## config.mk

```make
export PLATFORM = sky130hd
export DESIGN_NAME = shift_stream_driver
export DESIGN_NICKNAME = d
export VERILOG_FILES = /design/src/rtl/shift_stream_driver.sv
export SDC_FILE = /design/constraint.sdc
export NUM_CORES = 1
export LEC_CHECK = 0
export CORE_MARGIN = 3
export CORE_UTILIZATION = 43
export CTS_CLUSTER_DIAMETER = 120
export DETAILED_ROUTE_END_ITERATION = 16
export GPL_ROUTABILITY_DRIVEN = 0
export GPL_TIMING_DRIVEN = 0
export PLACE_DENSITY_LB_ADDON = 0.15
export SETUP_SLACK_MARGIN = 0.1
export SLEW_MARGIN = 20
export SYNTH_ARGS = -nofsm -noshare
export SYNTH_HDL_FRONTEND = slang
export SYNTH_SLANG_ARGS = --single-unit
export TNS_END_PERCENT = 1
```

## constraint.sdc

```tcl
create_clock -name clk -period 1.1 [get_ports clk]
set_input_delay 0.22 -clock clk [delete_from_list [all_inputs] [get_ports clk]]
set_output_delay 0.22 -clock clk [all_outputs]
set_load 0.02 [all_outputs]
```

## src/rtl/shift_stream_driver.sv

```systemverilog
// Serializes parallel words onto the shift register's d/dir/shift_en inputs.
// All outputs are registered; valid/ready intake, optional idle gap after each word.
module shift_stream_driver #(
  parameter int unsigned WIDTH    = 4,
  parameter int unsigned IDLE_GAP = 0
) (
  input  logic             clk,
  input  logic             rst,
  input  logic             in_valid,
  output logic             in_ready,
  input  logic [WIDTH-1:0] in_data,
  input  logic             in_dir,
  output logic             d,
  output logic             dir,
  output logic             shift_en,
  output logic             busy,
  output logic             done
);

  localparam int unsigned    CW       = $clog2(WIDTH);
  localparam logic [CW-1:0]  CNT_LAST = CW'(WIDTH - 1);
  localparam logic [3:0]     GAP_LAST = (IDLE_GAP > 0) ? 4'(IDLE_GAP - 1) : 4'd0;

  typedef enum logic [1:0] {
    IDLE,
    SHIFT,
    GAP
  } state_t;

  state_t           state, state_nxt;
  logic [CW-1:0]    cnt, cnt_nxt;
  logic [3:0]       gcnt, gcnt_nxt;
  logic [WIDTH-1:0] sbuf, sbuf_nxt;
  logic             in_ready_nxt, d_nxt, dir_nxt, shift_en_nxt, busy_nxt, done_nxt;

  always_comb begin
    state_nxt    = state;
    cnt_nxt      = cnt;
    gcnt_nxt     = gcnt;
    sbuf_nxt     = sbuf;
    in_ready_nxt = in_ready;
    d_nxt        = d;
    dir_nxt      = dir;
    shift_en_nxt = shift_en;
    busy_nxt     = busy;
    done_nxt     = 1'b0;

    case (state)
      IDLE: begin
        if (in_valid) begin
          // The first bit goes straight to d; the buffer keeps the remaining bits
          // pre-shifted so the next bit always sits at the exit end.
          state_nxt    = SHIFT;
          cnt_nxt      = '0;
          sbuf_nxt     = in_dir ? (in_data >> 1) : (in_data << 1);
          d_nxt        = in_dir ? in_data[0] : in_data[WIDTH-1];
          dir_nxt      = in_dir;
          shift_en_nxt = 1'b1;
          busy_nxt     = 1'b1;
          in_ready_nxt = 1'b0;
        end
      end

      SHIFT: begin
        if (cnt == CNT_LAST) begin
          cnt_nxt      = '0;
          d_nxt        = 1'b0;
          shift_en_nxt = 1'b0;
          done_nxt     = 1'b1;
          if (IDLE_GAP > 0) begin
            state_nxt = GAP;
            gcnt_nxt  = '0;
          end else begin
            state_nxt    = IDLE;
            busy_nxt     = 1'b0;
            in_ready_nxt = 1'b1;
          end
        end else begin
          cnt_nxt  = cnt + 1'b1;
          d_nxt    = dir ? sbuf[0] : sbuf[WIDTH-1];
          sbuf_nxt = dir ? (sbuf >> 1) : (sbuf << 1);
        end
      end

      GAP: begin
        if (gcnt == GAP_LAST) begin
          state_nxt    = IDLE;
          gcnt_nxt     = '0;
          busy_nxt     = 1'b0;
          in_ready_nxt = 1'b1;
        end else begin
          gcnt_nxt = gcnt + 1'b1;
        end
      end

      default: begin
        state_nxt    = IDLE;
        busy_nxt     = 1'b0;
        in_ready_nxt = 1'b1;
        shift_en_nxt = 1'b0;
        d_nxt        = 1'b0;
      end
    endcase
  end

  always_ff @(posedge clk) begin
    if (!rst) begin
      state    <= IDLE;
      cnt      <= '0;
      gcnt     <= '0;
      sbuf     <= '0;
      in_ready <= 1'b1;
      d        <= 1'b0;
      dir      <= 1'b0;
      shift_en <= 1'b0;
      busy     <= 1'b0;
      done     <= 1'b0;
    end else begin
      state    <= state_nxt;
      cnt      <= cnt_nxt;
      gcnt     <= gcnt_nxt;
      sbuf     <= sbuf_nxt;
      in_ready <= in_ready_nxt;
      d        <= d_nxt;
      dir      <= dir_nxt;
      shift_en <= shift_en_nxt;
      busy     <= busy_nxt;
      done     <= done_nxt;
    end
  end

endmodule

```

==> results.sh <==
export IMPL_overall_via_count_from_detail_route=513
export IMPL_floorplan_die_width_um=44.3
export IMPL_ctsRootBufferMaster="sky130_fd_sc_hd__clkbuf_4"
export IMPL_wirelength_mm=1.29
export IMPL_power_net_switching_mw=0.310
export IMPL_post_synth_inst_count=66
export IMPL_ff2ff_path_depth=4
export IMPL_place_detailed_hpwl_um=883
export IMPL_crit_path_max_fo=4
export IMPL_skew_pair_late_insertion_delay_ns=0.28
export IMPL_globalRouteTotalUtil_pct=14.0
export IMPL_cts_hold_fix_buffers=0
export IMPL_nNetsFinal=93
export IMPL_setup_slack_of_the_worst_register_to_register_path_ns=-0.05
export IMPL_synth_cell_types=26
export IMPL_routed_wire_length_per_instance_um=13.3
export IMPL_drt_pass1_iter_count=4
export IMPL_cts_sinks=11
export IMPL_timing_slew_headroom_pct=80.0
export IMPL_netlist_top_cells_area="sky130_fd_sc_hd__dfxtp_1, sky130_fd_sc_hd__mux2i_1, sky130_fd_sc_hd__nor2b_4"
export IMPL_tritoncts="done"
export IMPL_run_status="finished, violations left"
export IMPL_finish_utilization_pct=60.1
export IMPL_power_share_of_the_combinational_group_pct=25.4
export IMPL_synth_yosys_warnings=0
export IMPL_via_count_of_the_first_global_routing_pass=484
export IMPL_worst_endpoint_arrival_ns=1.34
export IMPL_start_util_pct=47.4
export IMPL_max_cap_violations=0
export IMPL_final_layout_size_suffix_gt1_share_pct=39.0
export IMPL_max_freq_mhz=872
export IMPL_timing_clock_skew_ns=0.0101
export IMPL_drt_drc_violations_left=0
export IMPL_postPlaceCellArea_um2=773
export IMPL_power_density_mw_per_mm2=1270
export IMPL_timing_hold_worst_start="in_dir"
export IMPL_violations="setup timing"
export IMPL_synth_top_cells_by_count="sky130_fd_sc_hd__dfxtp_1, sky130_fd_sc_hd__mux2i_1, sky130_fd_sc_hd__nand2_1, sky130_fd_sc_hd__nor2_1, sky130_fd_sc_hd__a21oi_1"
export IMPL_combinational_family_with_the_most_area_after_synthesis="simple AND/OR/NAND/NOR gates"
export IMPL_number_of_synthesized_flops_with_an_enable_pin=0
export IMPL_fillerInstances=131
export IMPL_netlist_area_um2=632
export IMPL_max_slew_worst_pin_slew_ns=0.300
export IMPL_sw_share_pct=30.4
export IMPL_internal_power_mw=0.707
export IMPL_grt_first_pass_wirelength_mm=2.04
export IMPL_post_synth_xor_area_fraction_pct=0
export IMPL_tns_ns=-0.0549
export IMPL_ys_async_sr_fraction_pct=0
export IMPL_min_period_over_period_pct=104
export IMPL_hold_path_class="in2reg"
export IMPL_syn_nets=76
export IMPL_synthMuxAreaShare_pct=13.1
export IMPL_place_ws_ns=-0.423
export IMPL_grt_start_max_net_pins=11
export IMPL_via_per_instance_ratio=5.29
export IMPL_synthSimpleGateAreaFrac_pct=25.7
export IMPL_synth_compound_area_share_pct=14.7
export IMPL_cp_end_kind="register"
export IMPL_total_of_buffers_placed_on_input_and_output_ports=12
export IMPL_finalWorstSetupSlack_ns=-0.0472
export IMPL_yosysTopAreaCellShare_pct=34.9
export IMPL_synth_sequential_area_ratio_pct=34.9
export IMPL_stdcell_area_um2=802
export IMPL_most_used_standard_cell_by_instance_count_after_synthesis="sky130_fd_sc_hd__dfxtp_1"
export IMPL_vdd_ir_drop_worst_uv=763
export IMPL_critical_path_slowest_cell="sky130_fd_sc_hd__dfxtp_2"
export IMPL_num_rows=13
export IMPL_first_iteration_detailed_routing_drc_count=24
export IMPL_antenna_cells_inserted=0
export IMPL_numCtsBuffers=3
export IMPL_share_clk_of_total_power_pct=29.9
export IMPL_htree_levels=1
export IMPL_path_class="reg2reg"
export IMPL_worstHoldEndpoint="dir$_SDFFE_PN0P_"
export IMPL_category_of_the_worst_setup_path_launch_point="register"
export IMPL_cp_peak_stage_delay_ns=0.37
export IMPL_core_area_mm2=0.00133
export IMPL_critical_path_required_ns=1.29
export IMPL_report_final_slew_viol_count=0
export IMPL_yosys_register_bits=11
export IMPL_post_route_min_period_ns=1.15
export IMPL_r2r_path_start="cnt[0]$_SDFFE_PN0P_"
export IMPL_flow_area_growth_from_synthesis_pct=26.9
export IMPL_antenna_violations_before_repair=0
export IMPL_postSynthAreaPerCell_um2=9.57
export IMPL_timing_critical_path_cells="ha_2, nor2b_4, or2_4, a311oi_2"
export IMPL_power_sequential_fraction_pct=44.7
export IMPL_rr_endpoint="sbuf[0]$_SDFFE_PN0P_"
export IMPL_yosys_area_share_adder_pct=3.96
export IMPL_final_antenna_net_count=0
export IMPL_post_synth_top_area_cell="sky130_fd_sc_hd__dfxtp_1"
export IMPL_min_path_cells=3
export IMPL_num_io_pins=14
export IMPL_rsz0062_at_grt="yes"
export IMPL_holdWs_ns=0.194
export IMPL_dieArea_mm2=0.00197
export IMPL_grt_ovfl_total=0
export IMPL_cts_clk_slew_worst_paths_ns=0.09
export IMPL_ctsLongestPathBuffers=2
export IMPL_power_leakage_nw=0.340
export IMPL_final_setup_violation_count=2
export IMPL_die_h_um=44.3
export IMPL_synth_top_flop_cell="sky130_fd_sc_hd__dfxtp_1"
export IMPL_timing_final_hold_violations=0
-- stage by stage --
stage	instances	total power [mW]
2_1_floorplan	66	0.634
3_3_place_gp	93	0.716
3_5_place_dp	93	0.721
4_1_cts	97	0.987
5_1_grt	97	1.05
6_report	97	1.02
-- repair_timing --
action                                  4_1_cts  5_1_grt
buffers inserted                              0        0
gates resized for setup                      33        6
pin swaps                                     2        3
endpoints found under the setup margin       15       13
-- placed cells by master, fill, tap and decap left out, drive strengths merged --
master         synthesis  routed
nand2                  6       6
dfxtp                 11      11
o21a                   1       1
nor2b                  3       3
mux2i                  6       6
mux2                   2       2
and3                   1       1
nand3b                 1       1
clkdlybuf4s50          0       5
a21oi                  5       5
a2bb2oi                1       1
buf                    5      11
nor3b                  2       2
nand2b                 1       1
dlygate4sd2            0       1
or2                    1       1
or2b                   1       1
o21ai                  1       1
clkbuf                 0       4
nand3                  1       1
a211oi                 1       1
o22ai                  3       3
nor3                   3       3
a311oi                 1       1
ha                     2       2
inv                    1       1
nor2                   6       6
-- cell families (layout without fill, tap and decap cells) --
family,Yosys count,in the layout
simple gates,26,26
compound gates,13,13
flops,11,11
mux,8,8
buf+inv,6,22
fa+ha+maj,2,2
-- sequential cells by signal (all words and copies together), names as in the netlist --
register,flops
busy,1
cnt,2
d,1
dir,1
done,1
in_ready,1
sbuf,4
-- worst max path at each step --
| stage | depth (start not counted) | to | slack (ns) | start |
|---|---|---|---|---|
| 2_1_floorplan | 4 | sbuf[0]$_SDFFE_PN0P_ | -0.01 | busy$_SDFFE_PN0P_ |
| 3_3_place_gp | 4 | sbuf[0]$_SDFFE_PN0P_ | -0.39 | in_valid |
| 3_5_place_dp | 4 | sbuf[0]$_SDFFE_PN0P_ | -0.42 | in_valid |
| 4_1_cts | 4 | sbuf[0]$_SDFFE_PN0P_ | -0.03 | busy$_SDFFE_PN0P_ |
| 5_1_grt | 4 | sbuf[0]$_SDFFE_PN0P_ | -0.09 | busy$_SDFFE_PN0P_ |
| 6_report | 4 | sbuf[0]$_SDFFE_PN0P_ | -0.05 | cnt[0]$_SDFFE_PN0P_ |
-- power by group through the flow --
stage	clock network (mW)	logic [mW]	registers [mW]
finish	0.304	0.259	0.454
global route	0.305	0.282	0.460
CTS	0.282	0.252	0.453
detailed placement	0	0.259	0.461
global placement	0	0.256	0.460
floorplan	0	0.161	0.473
-- metal layers --
layer,global-route usage [%],part of all wire [%]
met1,17.3,49
met2,23.0,43
met3,2.44,7.3
met4,7.23,1.3
met5,0,0
-- worst max-delay path, delay by kind of cell (launching register included) --
family | cells | cell delay [ns]
DFF | 1 | 0.37
and+or+nand+nor | 2 | 0.30
adders and majority gates | 1 | 0.20
AOI/OAI and AO/OA | 1 | 0.19
-- cell type report --
class | instances | area [um^2] | share of cell area (%)
Buffer | 5 | 48.8 | 6.08
Clock buffer | 4 | 26.3 | 3.28
Inverter | 1 | 3.75 | 0.468
Multi-Input combinational cell | 49 | 378 | 47.1
Sequential cell | 11 | 226 | 28.2
Tap cell | 15 | 18.8 | 2.34
Timing Repair Buffer | 12 | 100 | 12.5
Power figures use the tool's default switching activity.
